`src/rtl/alu_pkg.sv`:
```
// rtl/alu_pkg.sv - opcode, flag index and state definitions shared by the multi-cycle ALU
package alu_pkg;

    // primary opcodes
    localparam logic [3:0] OP_REG     = 4'b0000;
    localparam logic [3:0] OP_ANDI    = 4'b0001;
    localparam logic [3:0] OP_ORI     = 4'b0010;
    localparam logic [3:0] OP_XORI    = 4'b0011;
    localparam logic [3:0] OP_SPECIAL = 4'b0100;
    localparam logic [3:0] OP_ADDI    = 4'b0101;
    localparam logic [3:0] OP_MODI    = 4'b0110;
    localparam logic [3:0] OP_SHIFT   = 4'b1000;
    localparam logic [3:0] OP_SUBI    = 4'b1001;
    localparam logic [3:0] OP_CMPI    = 4'b1011;
    localparam logic [3:0] OP_MOVI    = 4'b1101;
    localparam logic [3:0] OP_LUI     = 4'b1111;

    // register class extensions
    localparam logic [3:0] EXT_AND    = 4'b0001;
    localparam logic [3:0] EXT_OR     = 4'b0010;
    localparam logic [3:0] EXT_XOR    = 4'b0011;
    localparam logic [3:0] EXT_ADD    = 4'b0101;
    localparam logic [3:0] EXT_SUB    = 4'b1001;
    localparam logic [3:0] EXT_CMP    = 4'b1011;
    localparam logic [3:0] EXT_MOV    = 4'b1101;
    localparam logic [3:0] EXT_MUL    = 4'b1110;

    // special class extensions
    localparam logic [3:0] EXT_LOAD   = 4'b0000;
    localparam logic [3:0] EXT_STORE  = 4'b0100;
    localparam logic [3:0] EXT_JCOND  = 4'b1100;
    localparam logic [3:0] EXT_JAL    = 4'b1000;

    // shift class extensions
    localparam logic [3:0] EXT_LSHI   = 4'b0000;
    localparam logic [3:0] EXT_RSHI   = 4'b0001;
    localparam logic [3:0] EXT_LSH    = 4'b0100;

    localparam int PSR_C = 4;
    localparam int PSR_L = 3;
    localparam int PSR_F = 2;
    localparam int PSR_Z = 1;
    localparam int PSR_N = 0;

    typedef enum logic [1:0] {
        ST_IDLE = 2'b00,
        ST_ITER = 2'b01,
        ST_DONE = 2'b10
    } state_t;

endpackage

```
`src/rtl/alu_iter_muldiv.sv`:
```
// rtl/alu_iter_muldiv.sv - iterative shift-add multiplier / restoring remainder unit
module alu_iter_muldiv #(
    parameter int WIDTH = 16
) (
    input  logic             clk,
    input  logic             reset,
    input  logic             go,
    input  logic             is_div,
    input  logic [WIDTH-1:0] a,
    input  logic [WIDTH-1:0] b,
    output logic [WIDTH-1:0] res,
    output logic             fin
);
    localparam int CW = $clog2(WIDTH) + 1;

    // acc: product / partial remainder; opr: multiplicand / divisor; sr: multiplier / dividend
    logic             busy;
    logic             div;
    logic [WIDTH-1:0] acc, opr, sr;
    logic [CW-1:0]    cnt;

    logic [WIDTH-1:0] acc_n, opr_n, sr_n;
    logic [WIDTH:0]   r_sh, trial;

    always_comb begin
        r_sh  = {acc, sr[WIDTH-1]};
        trial = r_sh - {1'b0, opr};
        if (div) begin
            acc_n = trial[WIDTH] ? r_sh[WIDTH-1:0] : trial[WIDTH-1:0];
            sr_n  = {sr[WIDTH-2:0], ~trial[WIDTH]};
            opr_n = opr;
        end else begin
            acc_n = sr[0] ? acc + opr : acc;
            sr_n  = sr >> 1;
            opr_n = opr << 1;
        end
    end

    // the final step's value is offered combinationally so the top registers it on the same edge
    assign fin = busy && (cnt == CW'(WIDTH - 1));
    assign res = acc_n;

    always_ff @(posedge clk or posedge reset) begin
        if (reset) begin
            busy <= 1'b0;
            div  <= 1'b0;
            acc  <= '0;
            opr  <= '0;
            sr   <= '0;
            cnt  <= '0;
        end else if (go) begin
            busy <= 1'b1;
            div  <= is_div;
            acc  <= '0;
            opr  <= is_div ? b : a;
            sr   <= is_div ? a : b;
            cnt  <= '0;
        end else if (busy) begin
            acc  <= acc_n;
            opr  <= opr_n;
            sr   <= sr_n;
            cnt  <= cnt + 1'b1;
            if (fin)
                busy <= 1'b0;
        end
    end

endmodule

```
`src/rtl/alu_mc.sv`:
```
// rtl/alu_mc.sv - multi-cycle ALU with start/ready/done handshake and registered result/psr
module alu_mc
    import alu_pkg::*;
#(
    parameter int WIDTH = 16,
    parameter int IMM_W = 8
) (
    input  logic             clk,
    input  logic             reset,
    input  logic             start,
    input  logic [3:0]       op_code,
    input  logic [3:0]       op_ext,
    input  logic [WIDTH-1:0] a,
    input  logic [WIDTH-1:0] b,
    output logic             ready,
    output logic             done,
    output logic [WIDTH-1:0] result,
    output logic [7:0]       psr
);
    state_t           state, state_n;
    logic             load, go, is_iter, is_div, fin;
    logic [WIDTH-1:0] res_n, md_res, sc_res;
    logic [7:0]       psr_n, sc_psr;

    logic [WIDTH-1:0] b_sext, bx, diff, b_neg, lsh_res;
    logic [WIDTH:0]   sum;
    logic             add_ovf, sub_ovf, do_add, do_sub, do_cmp;

    assign is_div  = (op_code == OP_MODI);
    assign is_iter = is_div || (op_code == OP_REG && op_ext == EXT_MUL);

    // only the arithmetic immediates sign-extend; logic immediates arrive zero-extended in b
    assign b_sext  = {{(WIDTH-IMM_W){b[IMM_W-1]}}, b[IMM_W-1:0]};
    assign bx      = (op_code inside {OP_ADDI, OP_SUBI, OP_CMPI}) ? b_sext : b;
    assign sum     = {1'b0, a} + {1'b0, bx};
    assign diff    = a - bx;
    assign add_ovf = (a[WIDTH-1] == bx[WIDTH-1]) && (sum[WIDTH-1] != a[WIDTH-1]);
    assign sub_ovf = (a[WIDTH-1] != bx[WIDTH-1]) && (diff[WIDTH-1] != a[WIDTH-1]);
    assign b_neg   = -b;
    assign lsh_res = b[WIDTH-1] ? (a >> b_neg) : (a << b);

    always_comb begin
        sc_res = '0;
        sc_psr = psr;
        do_add = 1'b0;
        do_sub = 1'b0;
        do_cmp = 1'b0;
        case (op_code)
            OP_REG: begin
                case (op_ext)
                    EXT_AND: sc_res = a & b;
                    EXT_OR:  sc_res = a | b;
                    EXT_XOR: sc_res = a ^ b;
                    EXT_MOV: sc_res = b;
                    EXT_ADD: do_add = 1'b1;
                    EXT_SUB: do_sub = 1'b1;
                    EXT_CMP: do_cmp = 1'b1;
                    default: sc_res = '0;
                endcase
            end
            OP_ANDI: sc_res = a & b;
            OP_ORI:  sc_res = a | b;
            OP_XORI: sc_res = a ^ b;
            OP_MOVI: sc_res = b;
            OP_ADDI: do_add = 1'b1;
            OP_SUBI: do_sub = 1'b1;
            OP_CMPI: do_cmp = 1'b1;
            OP_LUI:  sc_res = WIDTH'(b[7:0]) << 8;
            OP_SPECIAL: begin
                if (op_ext inside {EXT_LOAD, EXT_STORE, EXT_JCOND, EXT_JAL})
                    sc_res = a + b;
            end
            OP_SHIFT: begin
                case (op_ext)
                    EXT_LSHI: sc_res = a << b;
                    EXT_RSHI: sc_res = a >> b;
                    EXT_LSH:  sc_res = lsh_res;
                    default:  sc_res = '0;
                endcase
            end
            default: sc_res = '0;
        endcase

        if (do_add) begin
            sc_res        = sum[WIDTH-1:0];
            sc_psr[PSR_C] = sum[WIDTH];
            sc_psr[PSR_F] = add_ovf;
        end
        if (do_sub) begin
            sc_res        = diff;
            sc_psr[PSR_C] = (a < bx);
            sc_psr[PSR_F] = sub_ovf;
        end
        if (do_cmp) begin
            sc_res        = result;
            sc_psr[PSR_L] = (a < bx);
            sc_psr[PSR_N] = ($signed(a) < $signed(bx));
            sc_psr[PSR_Z] = (a == bx);
        end
    end

    always_comb begin
        state_n = state;
        load    = 1'b0;
        go      = 1'b0;
        res_n   = result;
        psr_n   = psr;
        case (state)
            ST_IDLE: begin
                if (start) begin
                    if (is_iter) begin
                        go      = 1'b1;
                        state_n = ST_ITER;
                    end else begin
                        load    = 1'b1;
                        res_n   = sc_res;
                        psr_n   = sc_psr;
                        state_n = ST_DONE;
                    end
                end
            end
            ST_ITER: begin
                if (fin) begin
                    load    = 1'b1;
                    res_n   = md_res;
                    state_n = ST_DONE;
                end
            end
            ST_DONE: state_n = ST_IDLE;
            default: state_n = ST_IDLE;
        endcase
    end

    always_ff @(posedge clk or posedge reset) begin
        if (reset) begin
            state  <= ST_IDLE;
            result <= '0;
            psr    <= '0;
        end else begin
            state <= state_n;
            if (load) begin
                result <= res_n;
                psr    <= psr_n;
            end
        end
    end

    assign ready = (state == ST_IDLE);
    assign done  = (state == ST_DONE);

    alu_iter_muldiv #(.WIDTH(WIDTH)) u_muldiv (
        .clk    (clk),
        .reset  (reset),
        .go     (go),
        .is_div (is_div),
        .a      (a),
        .b      (b),
        .res    (md_res),
        .fin    (fin)
    );

endmodule

```
`config.mk`:
```
export PLATFORM = sky130hd
export DESIGN_NAME = alu_mc
export DESIGN_NICKNAME = d
export VERILOG_FILES = /design/src/rtl/alu_pkg.sv /design/src/rtl/alu_iter_muldiv.sv /design/src/rtl/alu_mc.sv
export SDC_FILE = /design/constraint.sdc
export NUM_CORES = 1
export LEC_CHECK = 0
export ABC_AREA = 1
export BUFFER_PORTS_ARGS = -buffer_cell sky130_fd_sc_hd__clkbuf_2
export CORE_MARGIN = 3
export CORE_UTILIZATION = 30
export CTS_CLUSTER_SIZE = 30
export DETAILED_ROUTE_END_ITERATION = 10
export GPL_TIMING_DRIVEN = 0
export PLACE_DENSITY_LB_ADDON = 0.15
export SYNTH_ARGS = -nofsm -noshare
export SYNTH_HDL_FRONTEND = slang
export SYNTH_HIERARCHICAL = 1
export SYNTH_SLANG_ARGS = --single-unit
export TNS_END_PERCENT = 10
```
`constraint.sdc`:
```
create_clock -name clk -period 6.4 [get_ports clk]
set_clock_uncertainty 0.15 [all_clocks]
set_input_delay 0.96 -clock clk [delete_from_list [all_inputs] [get_ports clk]]
set_output_delay 0.96 -clock clk [all_outputs]
set_load 0.01 [all_outputs]
```
* Yosys cells after proc, flatten, opt, wreduce, memory -nomap -nowiden
Cells that the tools add are included.
** Word-level totals
- Register bits after elaboration :: 78
- Bits of input ports :: 43
- Output and inout port bits :: 26
- Logic and storage cells :: 132
** Operators by class
- Add/sub/neg operators :: 7
- $lt $le $gt $ge :: 2
- Equal/unequal tests :: 35
- Shift-type cells :: 3
- Muxes and demuxes :: 52
- Bitwise logic cells :: 5
- Reduce and logical (&&, ||, !) cells :: 18
** Operators by type and width (number)
- $mux 16 :: 22
- $pmux 16 s8 :: 1
- $pmux 16 s4 :: 1
- $pmux 16 s3 :: 1
- $eq 4x4->1 const B :: 11
- $add 16x16->16 :: 2
- $lt 16x16->1 :: 2
- $pmux 16 s2 :: 1
- $shr 16x16->16 :: 2
- $eq 4x3->1 const B :: 5
- $add 16x16->17 :: 1
- $sub 17x16->17 :: 1
- $and 16x16->16 :: 1
- $eq 16x16->1 :: 1
- $eq 4x2->1 const B :: 4
- $mux 1 :: 16
- $neg 16->16 :: 1
- $or 16x16->16 :: 1
- $shl 16x16->16 :: 1
- $sub 16x16->16 :: 1
- $xor 16x16->16 :: 1
- $mux 5 :: 2
- $ne 2x2->1 const B :: 5
- $reduce_and 5->1 :: 2
- other kinds (20) :: 36

* Longest topological paths before layout
- Depth after elaboration :: 11
- Mapped depth :: 27
- Gate-level depth less buffers :: 25

* By module
The synthesis kept the hierarchy.
** Modules (own cells, without submodules)
- alu_mc :: instances 1, cells each 1303, area each 7073.0 um^2, seq. area each 575.6 um^2
- alu_iter_muldiv :: instances 1, cells each 860, area each 5420.2 um^2, seq. area each 1376.3 um^2

* Worst setup path after synthesis
Ideal clock, no wire load.
- Kind :: input to register
- Start point :: input b[2]
- End point :: register result[13]
- Arrival :: 3.512 ns
- Required time :: 6.127 ns
- Path slack :: 2.615 ns
- Cell stages on the path :: 20
- Buffers on the path :: 2
- Cells stage by stage :: buf_6 -> clkinv_1 -> clkbuf_1 -> ha_1 -> inv_2 -> nand2_1 -> o21ai_1 -> nand2_1 -> nand2_1 -> a21oi_1 -> o21ai_1 -> nand2_1 -> o21ai_1 -> a21boi_1 -> o21ai_0 -> nand2_1 -> nand2_1 -> o21ai_0 -> o21ai_0 -> nand2_1
** On the way
- Longest elaborated chain between the ends :: 11
** RTL lines
- start: declaration :: line alu_mc.sv:14 : input logic [WIDTH-1:0] b,
- $neg 16->16 :: line alu_mc.sv:39 : assign b_neg = -b;
- $shr 16x16->16 :: line alu_mc.sv:40 : assign lsh_res = b[WIDTH-1] ? (a >> b_neg) : (a << b);
- $mux 16 :: line alu_mc.sv:40
- $pmux 16 s3 :: line alu_mc.sv:74 : case (op_ext)
- $pmux 16 s8 :: line alu_mc.sv:48 : case (op_code)
- $mux 16 :: line alu_mc.sv:84 : if (do_add) begin
- $mux 16 * :: line alu_mc.sv:89 : if (do_sub) begin
- $mux 16 * :: line alu_mc.sv:94 : if (do_cmp) begin
- $mux 16 * :: line alu_mc.sv:111 : if (is_iter) begin
- $mux 16 * :: line alu_mc.sv:110 : if (start) begin
- $pmux 16 s2 * :: line alu_mc.sv:108 : case (state)
- end signal: assignment :: line alu_mc.sv:142 : result <= res_n;
- end: declaration :: line alu_mc.sv:17 : output logic [WIDTH-1:0] result,
Mark *: on every way between the ends. The rest lies on a longest branch, timed or not. The select of a mux whose other input is x is not followed.
A chain may end at the register's enable or synchronous reset.

* Worst setup path after layout
- Start point :: input b[1]
- End point :: register result[10]
The elaborated chain is that of the path after synthesis.

==> run_results.csv <==
group,metric,value,unit
logic_synthesis,yosys-top-cells-count,"nand2_1, inv_1, nor2_1",
timing,grt_setup_unrepaired,"false",
finish,drive_above_1_share,7.74,%
timing,whs,312,ps
worst_setup_path,worst-r2r-setup-slack,3240,ps
finish,multi_input_area,9050,um2
finish,fin_util,33.7,%
cts,clk_pin_slew,70,ps
finish,regArea,1950,um2
logic_synthesis,ys_seq_area_share,15.6,%
logic_synthesis,yosys.cell_count.top_type,"nand2_1",
timing,max_freq,199,MHz
logic_synthesis,ys_ff_latch,78,
floorplanning,io_pins,69,
logic_synthesis,netlist_top_cells_area,"nand2_1, dfrtp_1, ha_1",
finish,finish.instance_area,13800,um2
pwr,p_leak,0.00699,uW
cts,ctsRootBufferMaster,"clkbuf_16",
timing,setup_tns,0,ps
pwr,power_density,346,nW/um2
timing,hold_violations,0,
logic_synthesis,synthFlopType,"dfrtp_1",
grt,grtUsageMet1,38.7,%
run_status,outcome,"finished clean",
floorplanning,dieArea,44100,um2
grt,grt_pass1_vias,14000,
cts,ctsResizeCount,0,
pwr,p_total,4780,uW
grt,grtUsageTotal,26.1,%
floorplanning,die-height,210,um
timing,fin_crit_sh,78.4,%
placement,postPlaceCellArea,13500,um2
placement,dp_hpwl,47600,um
grt,grt_max_degree,39,
timing,tightest_slew,1210,ps
drt,ant_nets,0,
run,maxCapViolCount,0,
cts,cts_tree,"done",
logic_synthesis,synth_cell_types,58,
timing,finalSetupViolCount,0,
cts,cts_max_level,3,
placement,io_buffers,65,
drt,drt_first_iter_violations,1772,
cts,clock_latency,340,ps
worst_setup_path,start_kind,"primary input",
grt,use_met3,3.16,%
finish,syn2layout_area_growth,10.6,%
logic_synthesis,postSynthCellCount,2163,
drt,drt_pre_antenna_iters,6,
cts,cts_sinks,78,
grt,antenna_found_initial,1,
floorplanning,num_rows,74,
logic_synthesis,avgSynthCellArea,5.78,um2
worst_setup_path,cp-endpoint,"result[10]",
logic_synthesis,synth_top_area_share,18.1,%
timing,slew_violations,0,
worst_setup_path,crit_start,"b[1]",
grt,globalRouteMet2Util,39.6,%
drt,vias,15300,
grt,overflow,0,
floorplanning,floorplan.die.width,210,um
finish,fillerInstances,4704,
worst_hold_path,hold_class,"flop to flop",
cts,cts_setup_buffers,0,
grt,top_usage_layer,"met2",
worst_setup_path,reg2reg_depth,19,
cts,cts_made_buffers,9,
placement,gp_congestion,0.998,
floorplanning,initial_core_util,30.5,%
grt,grt_pass1_wl,88700,um
worst_setup_path,cp_max_fo,12,
finish,antennaDiodeCount,0,
timing,slew_headroom,19.2,%
logic_synthesis,synthArstFlopShare,100,%
drt,drcViolationCount,0,
logic_synthesis,synth_edf_count,0,
finish,final_nets,2379,
worst_setup_path,regToRegStartpoint,"u_muldiv/sr[15]",
worst_setup_path,required,6480,ps
logic_synthesis,synth_area_leader_cell,"nand2_1",
pwr,vdd_drop_max,0.000162,V
worst_setup_path,r2r-end,"result[13]",
drt,vias_per_cell,5.50,
floorplanning,core,41000,um2
drt,wire_per_inst,21.3,um
cts,hold_buffers,0,
worst_setup_path,cp-end-kind,"flop",
drt,drt-total-wl,59200,um
logic_synthesis,syn_area,12500,um2
worst_setup_path,crit_type,"primary input to flop",
cts,clockBufferDepth,2,
logic_synthesis,yosysWarnings,6,
worst_setup_path,arrival,5090,ps
timing,finalCriticalPeriod,5010,ps
==> worst max-delay path: stages <==
cell and delay [ps]:
clkbuf_2 190, buf_2 220, inv_1 170, clkbuf_1 510, ha_1 420, nand2_4 110
nor2_4 150, nand2_1 100, nand2_1 70, nand2_1 60, nand2_2 130, nor2_8 70
nand3_1 90, nand2_1 70, nand2_1 100, nand2_1 90, nand2_1 70, nand2_1 70
nand2_1 80, nor2_1 50, o21ai_0 650, nand4_1 280, nor2_1 260, o21ai_1 80
==> cells in the final DEF, fill, tap and decap left out, drive strengths merged, types with 4 or more instances in the layout <==
cell / n
a31oi: 12
o2111ai: 5
dfrtp: 78
nor2: 246
and2: 16
a211oi: 17
a221oi: 19
inv: 283
fa: 4
o21a: 5
o22ai: 35
nand4: 25
o21ai: 198
clkbuf: 132
o221ai: 13
ha: 90
clkinv: 11
o211ai: 19
nand3: 153
nand3b: 6
a21oi: 140
a2111oi: 9
nor3: 13
buf: 29
or2: 13
o31ai: 5
a21boi: 6
xor2: 18
nand2: 625
==> flip-flops by register name, summed over array words and instances (netlist names) <==
name,flops
u_muldiv/sr,16
u_muldiv/div,1
result,16
u_muldiv/busy,1
u_muldiv/acc,16
u_muldiv/cnt,5
psr,5
u_muldiv/opr,16
state,2
==> worst min path at each step <==
stage | from | end | slack, ps | cells after the start
4_1_cts | u_muldiv/cnt[3] | u_muldiv/cnt[3] | 320 | 1
3_5_place_dp | u_muldiv/cnt[3] | u_muldiv/cnt[3] | 310 | 1
6_report | u_muldiv/cnt[3] | u_muldiv/cnt[3] | 310 | 1
3_3_place_gp | u_muldiv/cnt[3] | u_muldiv/cnt[3] | 300 | 1
5_1_grt | u_muldiv/cnt[3] | u_muldiv/cnt[3] | 350 | 1
2_1_floorplan | u_muldiv/cnt[3] | u_muldiv/cnt[3] | 280 | 1
==> stage by stage <==
step	cells	setup slack (ps)
floorplan	2165	2620
global placement	2762	1210
global route	2779	1190
CTS	2779	1610
detailed placement	2763	1260
finish	2779	1390
==> where the power goes <==
| part | leakage, uW | switching, uW | internal (uW) |
|---|---|---|---|
| Clock | 0.000149 | 231 | 315 |
| Combinational | 0.00590 | 2220 | 1100 |
| Sequential | 0.000942 | 218 | 700 |
==> layout make-up <==
class / instances / share of cell area, %
Inverter: 290 / 7.90
Sequential cell: 78 / 14.1
Tap cell: 532 / 4.82
Timing Repair Buffer: 66 / 2.50
Clock buffer: 10 / 1.73
Multi-Input combinational cell: 1712 / 65.5
Buffer: 85 / 2.95
Clock inverter: 6 / 0.498
==> routing by layer <==
metal	part of all wire, %	wire [um]
met5	0.022	13
met3	7.5	4470
met4	3.2	1900
met1	47	27700
met2	42	25100
==> kinds of logic after synthesis <==
logic type / count (synthesis) / synth area share, %
muxes: 2 / 0.160
other: 1 / 0.0300
adders and majority gates: 94 / 9.65
and+or+nand+nor: 1100 / 38.1
AOI/OAI and AO/OA: 492 / 23.0
xor gates and xnor gates: 21 / 1.47
DFF: 78 / 15.6
buffers and inverters: 375 / 12.0
Note: power is estimated with default switching activity, not from simulation.
